==> src/rtl/irq_priority_ctrl_pkg.sv <==
// Shared constants, FSM encoding and helpers for the 8-source interrupt controller.
package irq_priority_ctrl_pkg;

  localparam int N_SRC = 8;
  localparam int ID_W  = 3;

  typedef enum logic [1:0] {
    IDLE  = 2'd0,
    ISSUE = 2'd1,
    GAP   = 2'd2
  } irq_state_e;

  function automatic logic [N_SRC-1:0] id_onehot(input logic [ID_W-1:0] id);
    return {{(N_SRC-1){1'b0}}, 1'b1} << id;
  endfunction

endpackage

==> src/rtl/irq_priority_ctrl_if.sv <==
// Issue/acknowledge channel between the interrupt controller and its servicer.
// irq_out acts as valid and irq_ack as ready: an issue is consumed on the edge where
// both are high, and irq_id stays stable from the first valid cycle until that edge.
interface irq_priority_ctrl_if
  import irq_priority_ctrl_pkg::*;
();
  logic            irq_out;
  logic [ID_W-1:0] irq_id;
  logic            irq_ack;

  modport master (output irq_out, output irq_id, input irq_ack);
  modport slave  (input irq_out, input irq_id, output irq_ack);
endinterface

==> src/rtl/irq_priority_ctrl_prio_enc.sv <==
// 8-to-3 priority encoder: reports the highest set request index (bit 7 highest).
module priority_encoder (
  input  logic [7:0] req_i,
  output logic [2:0] idx_o,
  output logic       valid_o
);

  always_comb begin
    idx_o   = 3'd0;
    valid_o = |req_i;
    // Ascending scan so the last (highest) set bit overwrites earlier ones.
    for (int i = 0; i < 8; i++) begin
      if (req_i[i]) idx_o = 3'(i);
    end
  end

endmodule

==> src/rtl/irq_priority_ctrl.sv <==
// Edge-captured, maskable interrupt controller that issues one source at a time
// and inserts a deasserted cycle between consecutive issues.
module irq_priority_ctrl
  import irq_priority_ctrl_pkg::*;
(
  input  logic                 clk,
  input  logic                 rst,
  input  logic [N_SRC-1:0]     irq_in,
  input  logic                 mask_wr,
  input  logic [N_SRC-1:0]     mask_din,
  irq_priority_ctrl_if.master  irq_bus,
  output logic [N_SRC-1:0]     pending,
  output logic [N_SRC-1:0]     mask,
  output irq_state_e           dbg_state_o
);

  logic [N_SRC-1:0] irq_in_q;
  logic [N_SRC-1:0] pending_q, pending_d;
  logic [N_SRC-1:0] mask_q, mask_d;
  logic [N_SRC-1:0] rise;
  logic [N_SRC-1:0] clr;
  logic [N_SRC-1:0] sel;
  logic [ID_W-1:0]  enc_idx;
  logic             enc_valid;
  irq_state_e       state_q;
  logic             irq_out_q;
  logic [ID_W-1:0]  irq_id_q;
  logic             ack_taken;

  assign rise      = irq_in & ~irq_in_q;
  assign ack_taken = (state_q == ISSUE) && irq_bus.irq_ack;
  assign clr       = ack_taken ? id_onehot(irq_id_q) : '0;
  assign sel       = pending_q & ~mask_q;

  // Set is OR'd in after the clear so a same-edge re-request is never lost.
  always_comb begin
    pending_d = (pending_q & ~clr) | rise;
    mask_d    = mask_wr ? mask_din : mask_q;
  end

  always_ff @(posedge clk) begin
    if (rst) begin
      irq_in_q  <= '0;
      pending_q <= '0;
      mask_q    <= '1;
    end else begin
      irq_in_q  <= irq_in;
      pending_q <= pending_d;
      mask_q    <= mask_d;
    end
  end

  priority_encoder u_prio_enc (
    .req_i   (sel),
    .idx_o   (enc_idx),
    .valid_o (enc_valid)
  );

  always_ff @(posedge clk) begin
    if (rst) begin
      state_q   <= IDLE;
      irq_out_q <= 1'b0;
      irq_id_q  <= '0;
    end else begin
      case (state_q)
        IDLE: begin
          if (enc_valid) begin
            irq_id_q  <= enc_idx;
            irq_out_q <= 1'b1;
            state_q   <= ISSUE;
          end
        end
        ISSUE: begin
          // No preemption and no withdrawal: only an acknowledge ends the issue.
          if (irq_bus.irq_ack) begin
            irq_out_q <= 1'b0;
            state_q   <= GAP;
          end
        end
        GAP: begin
          irq_out_q <= 1'b0;
          state_q   <= IDLE;
        end
        default: begin
          irq_out_q <= 1'b0;
          state_q   <= IDLE;
        end
      endcase
    end
  end

  assign irq_bus.irq_out = irq_out_q;
  assign irq_bus.irq_id  = irq_id_q;
  assign pending         = pending_q;
  assign mask            = mask_q;
  assign dbg_state_o     = state_q;

endmodule

==> src/flat_wrapper.sv <==
// flat-port wrapper written by rule: the top's interface ports become plain ports
module irq_priority_ctrl_flat import irq_priority_ctrl_pkg::*;
  (clk, rst, irq_in, mask_wr, mask_din, pending, mask, dbg_state_o, irq_bus_irq_out, irq_bus_irq_id, irq_bus_irq_ack);
  irq_priority_ctrl_if irq_bus_i ();
  input  logic clk;
  input  logic rst;
  input  logic [N_SRC-1:0] irq_in;
  input  logic mask_wr;
  input  logic [N_SRC-1:0] mask_din;
  output logic [N_SRC-1:0] pending;
  output logic [N_SRC-1:0] mask;
  output irq_state_e dbg_state_o;
  output wire logic [$bits(irq_bus_i.irq_out)-1:0] irq_bus_irq_out;
  output wire logic [$bits(irq_bus_i.irq_id)-1:0] irq_bus_irq_id;
  input wire logic [$bits(irq_bus_i.irq_ack)-1:0] irq_bus_irq_ack;
  assign irq_bus_irq_out = irq_bus_i.irq_out;
  assign irq_bus_irq_id = irq_bus_i.irq_id;
  assign irq_bus_i.irq_ack = irq_bus_irq_ack;
  irq_priority_ctrl u_core (.clk(clk), .rst(rst), .irq_in(irq_in), .mask_wr(mask_wr), .mask_din(mask_din), .irq_bus(irq_bus_i), .pending(pending), .mask(mask), .dbg_state_o(dbg_state_o));
endmodule
==> config.mk <==
export PLATFORM = sky130hd
export DESIGN_NAME = irq_priority_ctrl_flat
export DESIGN_NICKNAME = d
export VERILOG_FILES = /design/src/rtl/irq_priority_ctrl_pkg.sv /design/src/rtl/irq_priority_ctrl_if.sv /design/src/rtl/irq_priority_ctrl_prio_enc.sv /design/src/rtl/irq_priority_ctrl.sv /design/src/flat_wrapper.sv
export SDC_FILE = /design/constraint.sdc
export NUM_CORES = 1
export LEC_CHECK = 0
export ABC_AREA = 1
export CORE_ASPECT_RATIO = 1.4
export CORE_MARGIN = 2
export CORE_UTILIZATION = 35
export DETAILED_ROUTE_END_ITERATION = 8
export PLACE_DENSITY = 0.67
export SLEW_MARGIN = 20
export SYNTH_ARGS = -nofsm -noshare
export SYNTH_HDL_FRONTEND = slang
export SYNTH_HIERARCHICAL = 1
export SYNTH_SLANG_ARGS = --single-unit
==> constraint.sdc <==
create_clock -name clk -period 1.45 [get_ports clk]
set_clock_uncertainty 0.2 [all_clocks]
set_input_delay 0.145 -clock clk [delete_from_list [all_inputs] [get_ports clk]]
set_output_delay 0.145 -clock clk [all_outputs]
set_load 0.02 [all_outputs]
## After elaboration in Yosys (flattened, before gate mapping)

Index checks and enable logic that the tools add are counted.

- Flip-flop bits (word level): 30
- Bits in latches: 0
- Bits in writable memories: 0
- Memory bits (read-only): 0
- Output and inout port bits: 22
- Logic and storage cells: 36
- Memories kept: 0

- Add/subtract/negate cells: 0
- $mul: 0
- Div/mod/pow operators: 0
- $lt $le $gt $ge: 0
- Eq/ne operators: 3
- Shift-type cells: 1
- Mux-type cells: 14
- Bitwise gates (word level): 7
- Reduce and logical (&&, ||, !) cells: 5

Operators with widths:

| kind | number |
|---|---|
| $and A8 B8 Y8 | 3 |
| $not A8 Y8 | 3 |
| $mux W3 | 6 |
| $mux W8 | 1 |
| $or A8 B8 Y8 | 1 |
| $reduce_or A8 Y1 | 1 |
| $shl A1 B3 Y8 const A | 1 |
| $mux W2 | 2 |
| $pmux W2 S2 | 1 |
| $reduce_and A2 Y1 | 2 |
| $mux W1 | 3 |
| $eq A2 B1 Y1 const B | 1 |
| $logic_not A2 Y1 | 1 |
| $ne A2 B1 Y1 const B | 1 |
| $ne A2 B2 Y1 const B | 1 |
| $pmux W1 S2 | 1 |
| $logic_and A1 B1 Y1 | 1 |

## Depth between registers and ports, before layout

Gate-level depths: netlist of run 1.

- Word-level depth: 9
- Gate-level depth with buffers: 12
- Depth with buffers taken out: 12

## Modules after synthesis

The synthesis of run 1 kept the hierarchy.

By module, submodules not included:

| module | times used | cells each | area an instance (sq um) | seq. area each (sq um) |
|---|---|---|---|---|
| irq_priority_ctrl | 1 | 177 | 1202.4 | 580.6 |
| priority_encoder | 1 | 20 | 77.6 | 0.0 |

## Worst setup path after synthesis of run 1

Ideal clock, no wire load.

- Path type: flip-flop to flip-flop
- Start: register u_core.mask_q[3] (netlist: u_core/mask[3])
- End: register u_core.irq_id_q[2] (netlist: u_core/irq_bus.irq_id[2])
- Setup time: 0.113 ns
- Arrival: 1.151 ns
- Data required time: 1.137 ns
- Setup slack: -0.015 ns
- Stages on the path, launching flop included: 10
- Path through: dfxtp_1 > nor2_1 > inv_1 > nand2_1 > nor3_1 > nand3_1 > nand2_2 > inv_2 > nor2_1 > nor2_1

- Elaborated cells between the ends (all ways): 9

RTL lines:

| element | line | RTL |
|---|---|---|
| from (decl) | irq_priority_ctrl.sv:19 | `logic [N_SRC-1:0] mask_q, mask_d;` |
| from (signal assigned) | irq_priority_ctrl.sv:49 | `mask_q <= mask_d;` |
| $not A8 Y8 | irq_priority_ctrl.sv:33 | `assign sel = pending_q & ~mask_q;` |
| $and A8 B8 Y8 | irq_priority_ctrl.sv:33 |  |
| named net u_core.sel[3] | irq_priority_ctrl.sv:22 | `logic [N_SRC-1:0] sel;` |
| $reduce_or A8 Y1 | irq_priority_ctrl_prio_enc.sv:10 | `valid_o = \|req_i;` |
| named net u_core.enc_valid | irq_priority_ctrl.sv:24 | `logic enc_valid;` |
| $reduce_and A2 Y1 (no line) | n/a |  |
| to (signal assigned) | irq_priority_ctrl.sv:68 | `irq_id_q <= enc_idx;` |
| to (decl) | irq_priority_ctrl.sv:27 | `logic [ID_W-1:0] irq_id_q;` |

The timed path passes the listed nets, and every way through them passes these cells.
A chain may end at the register's enable or synchronous reset.

## Final worst setup path of run 1

- Start: register u_core.pending_q[2] (netlist: u_core/pending[2])
- End: register u_core.irq_id_q[2] (netlist: u_core/irq_bus.irq_id[2])

- Cells in the longest elaborated chain, start to end: 3

Ends and longest elaborated chain:

| element | line | RTL |
|---|---|---|
| from (decl) | irq_priority_ctrl.sv:18 | `logic [N_SRC-1:0] pending_q, pending_d;` |
| from (signal assigned) | irq_priority_ctrl.sv:48 | `pending_q <= pending_d;` |
| $and A8 B8 Y8 | irq_priority_ctrl.sv:33 |  |
| named net u_core.sel[2] | irq_priority_ctrl.sv:22 |  |
| $reduce_or A8 Y1 | irq_priority_ctrl_prio_enc.sv:10 |  |
| named net u_core.enc_valid | irq_priority_ctrl.sv:24 |  |
| $reduce_and A2 Y1 (no line) | n/a |  |

The timed path passes the listed nets, and every way through them passes these cells.

==> results of run 1 <==
## power groups by stage
| stage | Sequential [uW] | Clock, uW | Combinational (uW) |
|---|---|---|---|
| after floorplan | 1020 | 0 | 236 |
| after global placement | 929 | 0 | 569 |
| after detailed placement | 929 | 0 | 573 |
| after CTS | 910 | 638 | 531 |
| after global routing | 921 | 678 | 632 |
| final | 910 | 621 | 568 |
## layout by cell type, fill, tap and decap left out
cell type | Yosys | final
sky130_fd_sc_hd__nand2_1 | 63 | 62
sky130_fd_sc_hd__nor2_1 | 40 | 34
sky130_fd_sc_hd__inv_1 | 36 | 32
sky130_fd_sc_hd__dfxtp_1 | 29 | 25
sky130_fd_sc_hd__dlygate4sd2_1 | 0 | 22
sky130_fd_sc_hd__clkdlybuf4s50_1 | 0 | 19
sky130_fd_sc_hd__buf_4 | 2 | 12
sky130_fd_sc_hd__nand3_1 | 12 | 11
sky130_fd_sc_hd__nor2_2 | 1 | 7
sky130_fd_sc_hd__inv_2 | 2 | 6
sky130_fd_sc_hd__clkbuf_8 | 0 | 5
sky130_fd_sc_hd__dfxtp_2 | 0 | 4
sky130_fd_sc_hd__nand2_2 | 2 | 3
sky130_fd_sc_hd__nand3b_1 | 3 | 3
sky130_fd_sc_hd__clkinv_2 | 0 | 2
sky130_fd_sc_hd__clkbuf_1 | 0 | 1
sky130_fd_sc_hd__a21oi_1 | 1 | 1
sky130_fd_sc_hd__nor2_4 | 1 | 1
sky130_fd_sc_hd__o21ai_1 | 1 | 1
sky130_fd_sc_hd__nor3_2 | 0 | 1
sky130_fd_sc_hd__nand3_2 | 0 | 1
## what timing repair did
item / 4_1_cts / 5_1_grt
gates resized for setup: 22 / 15
pin swaps: 1 / 7
buffers inserted: 0 / 5
endpoints found under the setup margin: 25 / 3
## worst max path at each step
stage	startpoint	end	slack [ps]
2_1_floorplan	u_core/pending[3]	u_core/irq_bus.irq_id[2]	20
3_3_place_gp	u_core/pending[3]	u_core/irq_bus.irq_id[0]	2
3_5_place_dp	u_core/pending[3]	u_core/irq_bus.irq_id[2]	10
4_1_cts	u_core/pending[3]	u_core/irq_bus.irq_id[2]	3
5_1_grt	u_core/pending[2]	u_core/irq_bus.irq_id[2]	-80
6_report	u_core/pending[2]	u_core/irq_bus.irq_id[2]	10
## sequential cells by signal (all words and copies together) (netlist names)
signal and flops:
u_core/irq_in_q 8, u_core/pending 8, u_core/irq_bus.irq_id 3, u_core/dbg_state_o 2, u_core/mask 8
## worst max-delay path, cell delays in order, from the launching register on
cell	delay, ps
sky130_fd_sc_hd__dfxtp_2	330
sky130_fd_sc_hd__inv_2	60
sky130_fd_sc_hd__nor2_2	40
sky130_fd_sc_hd__inv_2	50
sky130_fd_sc_hd__nand2_2	60
sky130_fd_sc_hd__nor3_2	170
sky130_fd_sc_hd__nand3_2	120
sky130_fd_sc_hd__nand2_2	100
sky130_fd_sc_hd__inv_2	50
sky130_fd_sc_hd__nor2_1	100
sky130_fd_sc_hd__nor2_1	50
## cell families after synthesis
logic type | synth area share
AOI/OAI and AO/OA | 0.007813
buffers and inverters | 0.1447
DFF | 0.4536
and+or+nand+nor | 0.3939
## layout make-up
class	count	area [um2]
Fill cell	373	1700
Tap cell	42	52.55
Clock inverter	2	10.01
Inverter	38	142.6
Multi-Input combinational cell	125	541.8
Sequential cell	29	585.6
Timing Repair Buffer	53	473.0
Clock buffer	6	72.57
## metal layers
metal,GRT usage,share of wire,vias up
met3,0.04706,0.042,7
met1,0.1593,0.40,536
met4,0.07317,0.030,0
li1,-,-,679
met2,0.2632,0.52,25
met5,0,0,-
## per-stage QoR
stage	setup TNS [ps]	instances	total power (uW)	hold slack (ps)
after floorplan	0	197	1251	63.51
after global placement	0	282	1498	236.0
after detailed placement	0	282	1502	239.1
after CTS	0	290	2079	186.8
after global routing	-195.8	295	2230	222.1
final	0	295	2099	192.8
==> impl_table.tex, run 1 <==
\begin{tabular}{lr}
\hline
Metric & Value \\
\hline
\multicolumn{2}{l}{\textbf{Power and ir drop}} \\
Power per Cell Area & 1118 nW/um2 \\
Sequential group share of total power & 0.434 \\
Internal power & 1453 uW \\
Sw Share & 0.3079 \\
Power dissipated by switching net loads & around 650 uW \\
Max rail drop VDD & about 720 uV \\
Combinational share of power & 0.271 \\
Share of total power in the clock network & 0.296 \\
Lkg Pwr & roughly 0.00096 uW \\
\multicolumn{2}{l}{\textbf{Placed design}} \\
Placed cell areas & 1755 um2 \\
Detail Placement HPWL & 2107 um \\
IO Port Bufs & 41 \\
Final Wtd Congestion & 0.7958 \\
Placement Setup Slack & 14.02 ps \\
\multicolumn{2}{l}{\textbf{Hold path}} \\
Hold depth & 3 \\
Type of the most critical hold path & input pin to register \\
Hold endpoint & u\_core/irq\_in\_q[7] \\
Startpoint of the tightest hold check path & irq\_in[7] \\
\multicolumn{2}{l}{\textbf{Setup path}} \\
Crit path capture type & register \\
Critical-path maximum fanout & 4 \\
Worst setup path category & register to register \\
Reg2reg path depth & 10 \\
Startpoint of the worst register-to-register path & u\_core/pending[2] \\
Critical Path Start Type & register \\
Reg2reg end & u\_core/irq\_bus.irq\_id[2] \\
Register-to-register path setup slack & 10 ps \\
Crit path arrival time & 1410 ps \\
Critical path data required time & 1420 ps \\
\multicolumn{2}{l}{\textbf{Yosys}} \\
Post-synthesis cell area & 1280 um2 \\
Synthesized instance count & 197 \\
Number of nets produced by synthesis & approximately 220 \\
Yosys top cell area share & 0.4536 \\
Unique masters post-synth & 16 \\
Flip-flop and latch count after synthesis & 29 \\
Avg Inst Size Synth & roughly 6.5 um2 \\
Most frequently used cell type in the post-synthesis netlist & sky130\_fd\_sc\_hd\_\_nand2\_1 \\
Top cells by count, synth & sky130\_fd\_sc\_hd\_\_nand2\_1, sky130\_fd\_sc\_hd\_\_nor2\_1, sky130\_fd\_sc\_hd\_\_inv\_1 \\
Top\_reg\_cell synth & sky130\_fd\_sc\_hd\_\_dfxtp\_1 \\
Top post-synthesis cells by area & sky130\_fd\_sc\_hd\_\_dfxtp\_1, sky130\_fd\_sc\_hd\_\_nand2\_1, sky130\_fd\_sc\_hd\_\_nor2\_1, sky130\_fd\_sc\_hd\_\_inv\_1, sky130\_fd\_sc\_hd\_\_nand3\_1 \\
Count of yosys warnings during synthesis & 6 \\
Seq/Total Area, Yosys & 0.4536 \\
Yosys top cell by area & sky130\_fd\_sc\_hd\_\_dfxtp\_1 \\
Number of flops mapped to enable cells by yosys & 0 \\
Share of async-settable or async-resettable flops after synthesis & 0 \\
\multicolumn{2}{l}{\textbf{Detailed routing}} \\
DRC violations left & 0 \\
Remaining antenna violation count & 0 \\
Iteration-0 DRC count of the detailed router & 23 \\
Routed length per placed instance & 9.678 um \\
Pre-Repair DR Iteration Count & 4 \\
Via count & $\sim$1.2k \\
Vias per cell & $\sim$4.2 \\
Routed wire length & 2855 um \\
\multicolumn{2}{l}{\textbf{Finish}} \\
Area added between synthesis and finish & 46.73\% \\
Number of antenna diodes & 0 \\
Fin area & 1878 um2 \\
Final core utilization & 0.5248 \\
Number of nets in the finished design & 272 \\
Layout cells sized above 1 & 0.1660 \\
\multicolumn{2}{l}{\textbf{CTS}} \\
\# H-tree levels & 2 \\
Hold buffer count at cts & 0 \\
Insertion delay of the later-clocked pin in the worst-skew pair & 280 ps \\
Clock tree sinks & 29 \\
Clock transition time at the flip-flop clock pins of the worst setup and hold paths & 60 ps \\
Number of buffers on the longest clock path & 2 \\
Total CTS buffers & 5 \\
Root cell of the clock tree & sky130\_fd\_sc\_hd\_\_clkbuf\_8 \\
TritonCTS clock tree & yes \\
\multicolumn{2}{l}{\textbf{STA}} \\
Post-layout worst setup margin & 13.97 ps \\
RSZ-0062 raised after global routing & yes \\
Final setup violation count & 0 \\
Highest achievable clock rate & a little under 700 MHz \\
Final Hold Viols & 0 \\
Slew Limit Headroom & 0.8431 \\
Final-report max-slew violation count & 0 \\
Minimum clock period & 1436 ps \\
Transition time at the pin with the least slew margin & 235.1 ps \\
Post-route fraction of the period consumed by the critical path & 0.9904 \\
\multicolumn{2}{l}{\textbf{GRT}} \\
Global routing usage summed across all routing layers & 0.1506 \\
Via count of the first global-routing pass & 1073 \\
Pin count of the biggest net entering global routing & 12 \\
Total global routing overflow & 0 \\
Antenna violations before repair & 0 \\
Global-route wire length before repair & 4402 um \\
\multicolumn{2}{l}{\textbf{Floorplanning}} \\
Top-level I/O count & 42 \\
Starting density of the core & 0.3577 \\
Die extent in y & $\sim$76 um \\
Total die area & 4164 um2 \\
Placeable core area & 3578 um2 \\
Placement row count & 26 \\
Die Width & $\sim$55 um \\
\multicolumn{2}{l}{\textbf{Job}} \\
Max\_cap viols & 0 \\
\multicolumn{2}{l}{\textbf{Outcome}} \\
Result of the run & complete, no violations \\
\hline
\end{tabular}
Note: power is estimated with default switching activity, not from simulation.
==> inputs of run 2 (changes only) <==
--- a/config.mk
+++ b/config.mk
@@ -8,9 +8,10 @@
 export ABC_AREA = 1
 export CORE_ASPECT_RATIO = 1.4
 export CORE_MARGIN = 2
-export CORE_UTILIZATION = 35
+export CORE_UTILIZATION = 60
 export DETAILED_ROUTE_END_ITERATION = 8
-export PLACE_DENSITY = 0.67
+export DONT_BUFFER_PORTS = 1
+export PLACE_DENSITY = 0.79
 export SLEW_MARGIN = 20
 export SYNTH_ARGS = -nofsm -noshare
 export SYNTH_HDL_FRONTEND = slang
==> impl_table.tex, run 2 (same netlist as run 1, synthesis figures left out) <==
\begin{tabular}{lr}
\hline
Metric & Value \\
\hline
\multicolumn{2}{l}{\textbf{Outcome}} \\
Result of the run & complete, but fails checks (was complete, no violations) \\
Violations in the final reports & setup timing \\
\multicolumn{2}{l}{\textbf{Hold path}} \\
Hold depth & 2 (was 3) \\
Startpoint of the tightest hold check path & rst (was irq\_in[7]) \\
Hold endpoint & u\_core/irq\_in\_q[7] (unchanged) \\
Type of the most critical hold path & input pin to register (unchanged) \\
\multicolumn{2}{l}{\textbf{Finish}} \\
Number of nets in the finished design & 261 (was 272) \\
Area added between synthesis and finish & 33.43\% (was 46.73\%) \\
Commonest cells after routing, fill and taps aside & sky130\_fd\_sc\_hd\_\_nand2\_1, sky130\_fd\_sc\_hd\_\_nor2\_1, sky130\_fd\_sc\_hd\_\_inv\_1, sky130\_fd\_sc\_hd\_\_dfxtp\_1, sky130\_fd\_sc\_hd\_\_buf\_4 (was sky130\_fd\_sc\_hd\_\_nand2\_1, sky130\_fd\_sc\_hd\_\_nor2\_1, sky130\_fd\_sc\_hd\_\_inv\_1, sky130\_fd\_sc\_hd\_\_dfxtp\_1, sky130\_fd\_sc\_hd\_\_dlygate4sd2\_1) \\
Layout cells sized above 1 & 0.2107 (was 0.1660) \\
Final core utilization & 0.8553 (was 0.5248) \\
Commonest non-fill, non-tap cell in the layout & sky130\_fd\_sc\_hd\_\_nand2\_1 (unchanged) \\
Count of non-filler cells in the finished layout & 263 (was 295) \\
Number of antenna diodes & 0 (unchanged) \\
\multicolumn{2}{l}{\textbf{Power and ir drop}} \\
Lkg Pwr & 0.0008795 uW (was 0.0009595 uW) \\
Max rail drop VDD & 968.3 uV (was 723.9 uV) \\
Power per Cell Area & 1121 nW/um2 (was 1118 nW/um2) \\
\multicolumn{2}{l}{\textbf{STA}} \\
Final setup violation count & 3 (was 0) \\
Highest achievable clock rate & 660.7 MHz (was 696.4 MHz) \\
RSZ-0062 raised after global routing & yes (unchanged) \\
Final Hold Viols & 0 (unchanged) \\
Post-layout worst setup margin & -63.52 ps (was 13.97 ps) \\
Transition time at the pin with the least slew margin & 600.3 ps (was 235.1 ps) \\
Post-route fraction of the period consumed by the critical path & 1.044 (was 0.9904) \\
Final-report max-slew violation count & 0 (unchanged) \\
Slew Limit Headroom & 0.5985 (was 0.8431) \\
Minimum clock period & 1514 ps (was 1436 ps) \\
Fin Setup TNS & -176.2 ps (was 0 ps) \\
Worst hold slack & 247.5 ps (was 192.8 ps) \\
\multicolumn{2}{l}{\textbf{Placed design}} \\
Placement Setup Slack & -17.13 ps (was 14.02 ps) \\
Final Wtd Congestion & 0.8296 (was 0.7958) \\
Detail Placement HPWL & 2053 um (was 2107 um) \\
Placed insts & 233 (was 282) \\
IO Port Bufs & 0 (was 41) \\
\multicolumn{2}{l}{\textbf{CTS}} \\
Total CTS buffers & 5 (unchanged) \\
\# H-tree levels & 2 (unchanged) \\
Clock tree sinks & 29 (unchanged) \\
Clock transition time at the flip-flop clock pins of the worst setup and hold paths & 80 ps (was 60 ps) \\
Insertion delay of the later-clocked pin in the worst-skew pair & 330 ps (was 280 ps) \\
Root cell of the clock tree & sky130\_fd\_sc\_hd\_\_clkbuf\_4 (was sky130\_fd\_sc\_hd\_\_clkbuf\_8) \\
Number of buffers on the longest clock path & 2 (unchanged) \\
TritonCTS clock tree & yes (unchanged) \\
\multicolumn{2}{l}{\textbf{GRT}} \\
Global-route wire length before repair & 5119 um (was 4402 um) \\
Most used routing layer in global routing & met2 (unchanged) \\
GRT met2 Usage & 0.5433 (was 0.2632) \\
Fraction of met1 tracks used by global routing & 0.2603 (was 0.1593) \\
Antenna violations before repair & 0 (unchanged) \\
Met3 track demand over resource in global routing & 0.04908 (was 0.04706) \\
Total global routing overflow & 0 (unchanged) \\
Global routing usage summed across all routing layers & 0.2749 (was 0.1506) \\
Via count of the first global-routing pass & 1335 (was 1073) \\
Pin count of the biggest net entering global routing & 17 (was 12) \\
\multicolumn{2}{l}{\textbf{Setup path}} \\
Critical-path maximum fanout & 4 (unchanged) \\
Critical Path Start Type & register (unchanged) \\
Reg2reg end & u\_core/irq\_bus.irq\_id[0] (was u\_core/irq\_bus.irq\_id[2]) \\
Reg2reg path depth & 10 (unchanged) \\
Crit path capture type & register (unchanged) \\
Register-to-register path setup slack & -60 ps (was 10 ps) \\
Crit path arrival time & 1550 ps (was 1410 ps) \\
Worst setup path category & register to register (unchanged) \\
Startpoint of the worst register-to-register path & u\_core/pending[2] (unchanged) \\
Critical path data required time & 1480 ps (was 1420 ps) \\
\multicolumn{2}{l}{\textbf{Detailed routing}} \\
Remaining antenna violation count & 0 (unchanged) \\
DRC violations left & 0 (unchanged) \\
Routed length per placed instance & 12.36 um (was 9.678 um) \\
Vias per cell & 5.038 (was 4.227) \\
Iteration-0 DRC count of the detailed router & 65 (was 23) \\
Via count & 1325 (was 1247) \\
Pre-Repair DR Iteration Count & 5 (was 4) \\
Routed wire length & 3251 um (was 2855 um) \\
\multicolumn{2}{l}{\textbf{Floorplanning}} \\
Die Width & 43.04 um (was 55.11 um) \\
Die extent in y & 58.65 um (was 75.56 um) \\
Placeable core area & 1997 um2 (was 3578 um2) \\
Top-level I/O count & 42 (unchanged) \\
Starting density of the core & 0.6410 (was 0.3577) \\
Placement row count & 19 (was 26) \\
Total die area & 2524 um2 (was 4164 um2) \\
\multicolumn{2}{l}{\textbf{Job}} \\
Max\_cap viols & 0 (unchanged) \\
\hline
\end{tabular}
run 2: cell types whose count changed in the layout (fill, tap and decap cells not counted):
cell / delta
sky130_fd_sc_hd__clkbuf_8: -5
sky130_fd_sc_hd__clkinv_2: -2
sky130_fd_sc_hd__dlygate4sd3_1: +19
sky130_fd_sc_hd__clkbuf_4: +5
sky130_fd_sc_hd__buf_4: +11
sky130_fd_sc_hd__dlygate4sd2_1: -22
sky130_fd_sc_hd__clkbuf_1: +2
sky130_fd_sc_hd__clkdlybuf4s50_1: -19
run 2: worst max-delay path, stage by stage (launching register included):
cell                      delay, ps
sky130_fd_sc_hd__dfxtp_2        330
sky130_fd_sc_hd__inv_2           60
sky130_fd_sc_hd__nor2_2          40
sky130_fd_sc_hd__inv_2           60
sky130_fd_sc_hd__nand2_2         70
sky130_fd_sc_hd__nor3_2         200
sky130_fd_sc_hd__nand3_2        150
sky130_fd_sc_hd__nand2_2        120
sky130_fd_sc_hd__inv_2           60
sky130_fd_sc_hd__nor2_2         100
sky130_fd_sc_hd__nor2_1          50
run 2: how the worst max path moves through the flow:
stage | start | depth (start not counted) | slack (ps) | end
5_1_grt | u_core/pending[4] | 8 | -110 | u_core/irq_bus.irq_id[0]
4_1_cts | u_core/pending[3] | 10 | 5 | u_core/irq_bus.irq_id[1]
2_1_floorplan | u_core/pending[3] | 10 | 20 | u_core/irq_bus.irq_id[2]
3_5_place_dp | u_core/pending[2] | 10 | -20 | u_core/irq_bus.irq_id[2]
6_report | u_core/pending[2] | 10 | -60 | u_core/irq_bus.irq_id[0]
3_3_place_gp | u_core/pending[3] | 10 | 80 | u_core/irq_bus.irq_id[2]
run 2: area by class of cell:
cell class / instances / area, um2
inverters: 38 / 142.6
repair buffers: 42 / 362.8
clock buffers: 8 / 48.80
well taps: 21 / 26.28
multi-input cells: 125 / 541.8
fillers: 129 / 289.0
flip-flops and latches: 29 / 585.6
run 2: repair_timing:
item                                    in CTS  in global routing
endpoints found under the setup margin       3                  5
endpoints found under the hold margin       29                  0
hold buffers                                19                  0
resized for setup                            4                 11
pin swaps                                    1                  5
buffers inserted                             2                  1
run 2: per-stage QoR:
step	power, uW	area [um2]
after CTS	1886	1673
after detailed placement	1376	1416
final	1914	1708
after global placement	1354	1416
after global routing	1999	1708
after floorplan	1251	1282
run 2: per-layer routing:
layer  vias to the layer above  routed length, um
li1                        665                  -
met1                       589               1161
met2                        58               1774
met3                        13                253
met4                         0                 61
met5                         -                  0
run 2: where the power goes:
| group | leakage [uW] | internal [uW] | switching, uW |
|---|---|---|---|
| registers | 0.000242 | 871 | 69.3 |
| clock network | 0.0000265 | 193 | 261 |
| logic | 0.000611 | 212 | 308 |
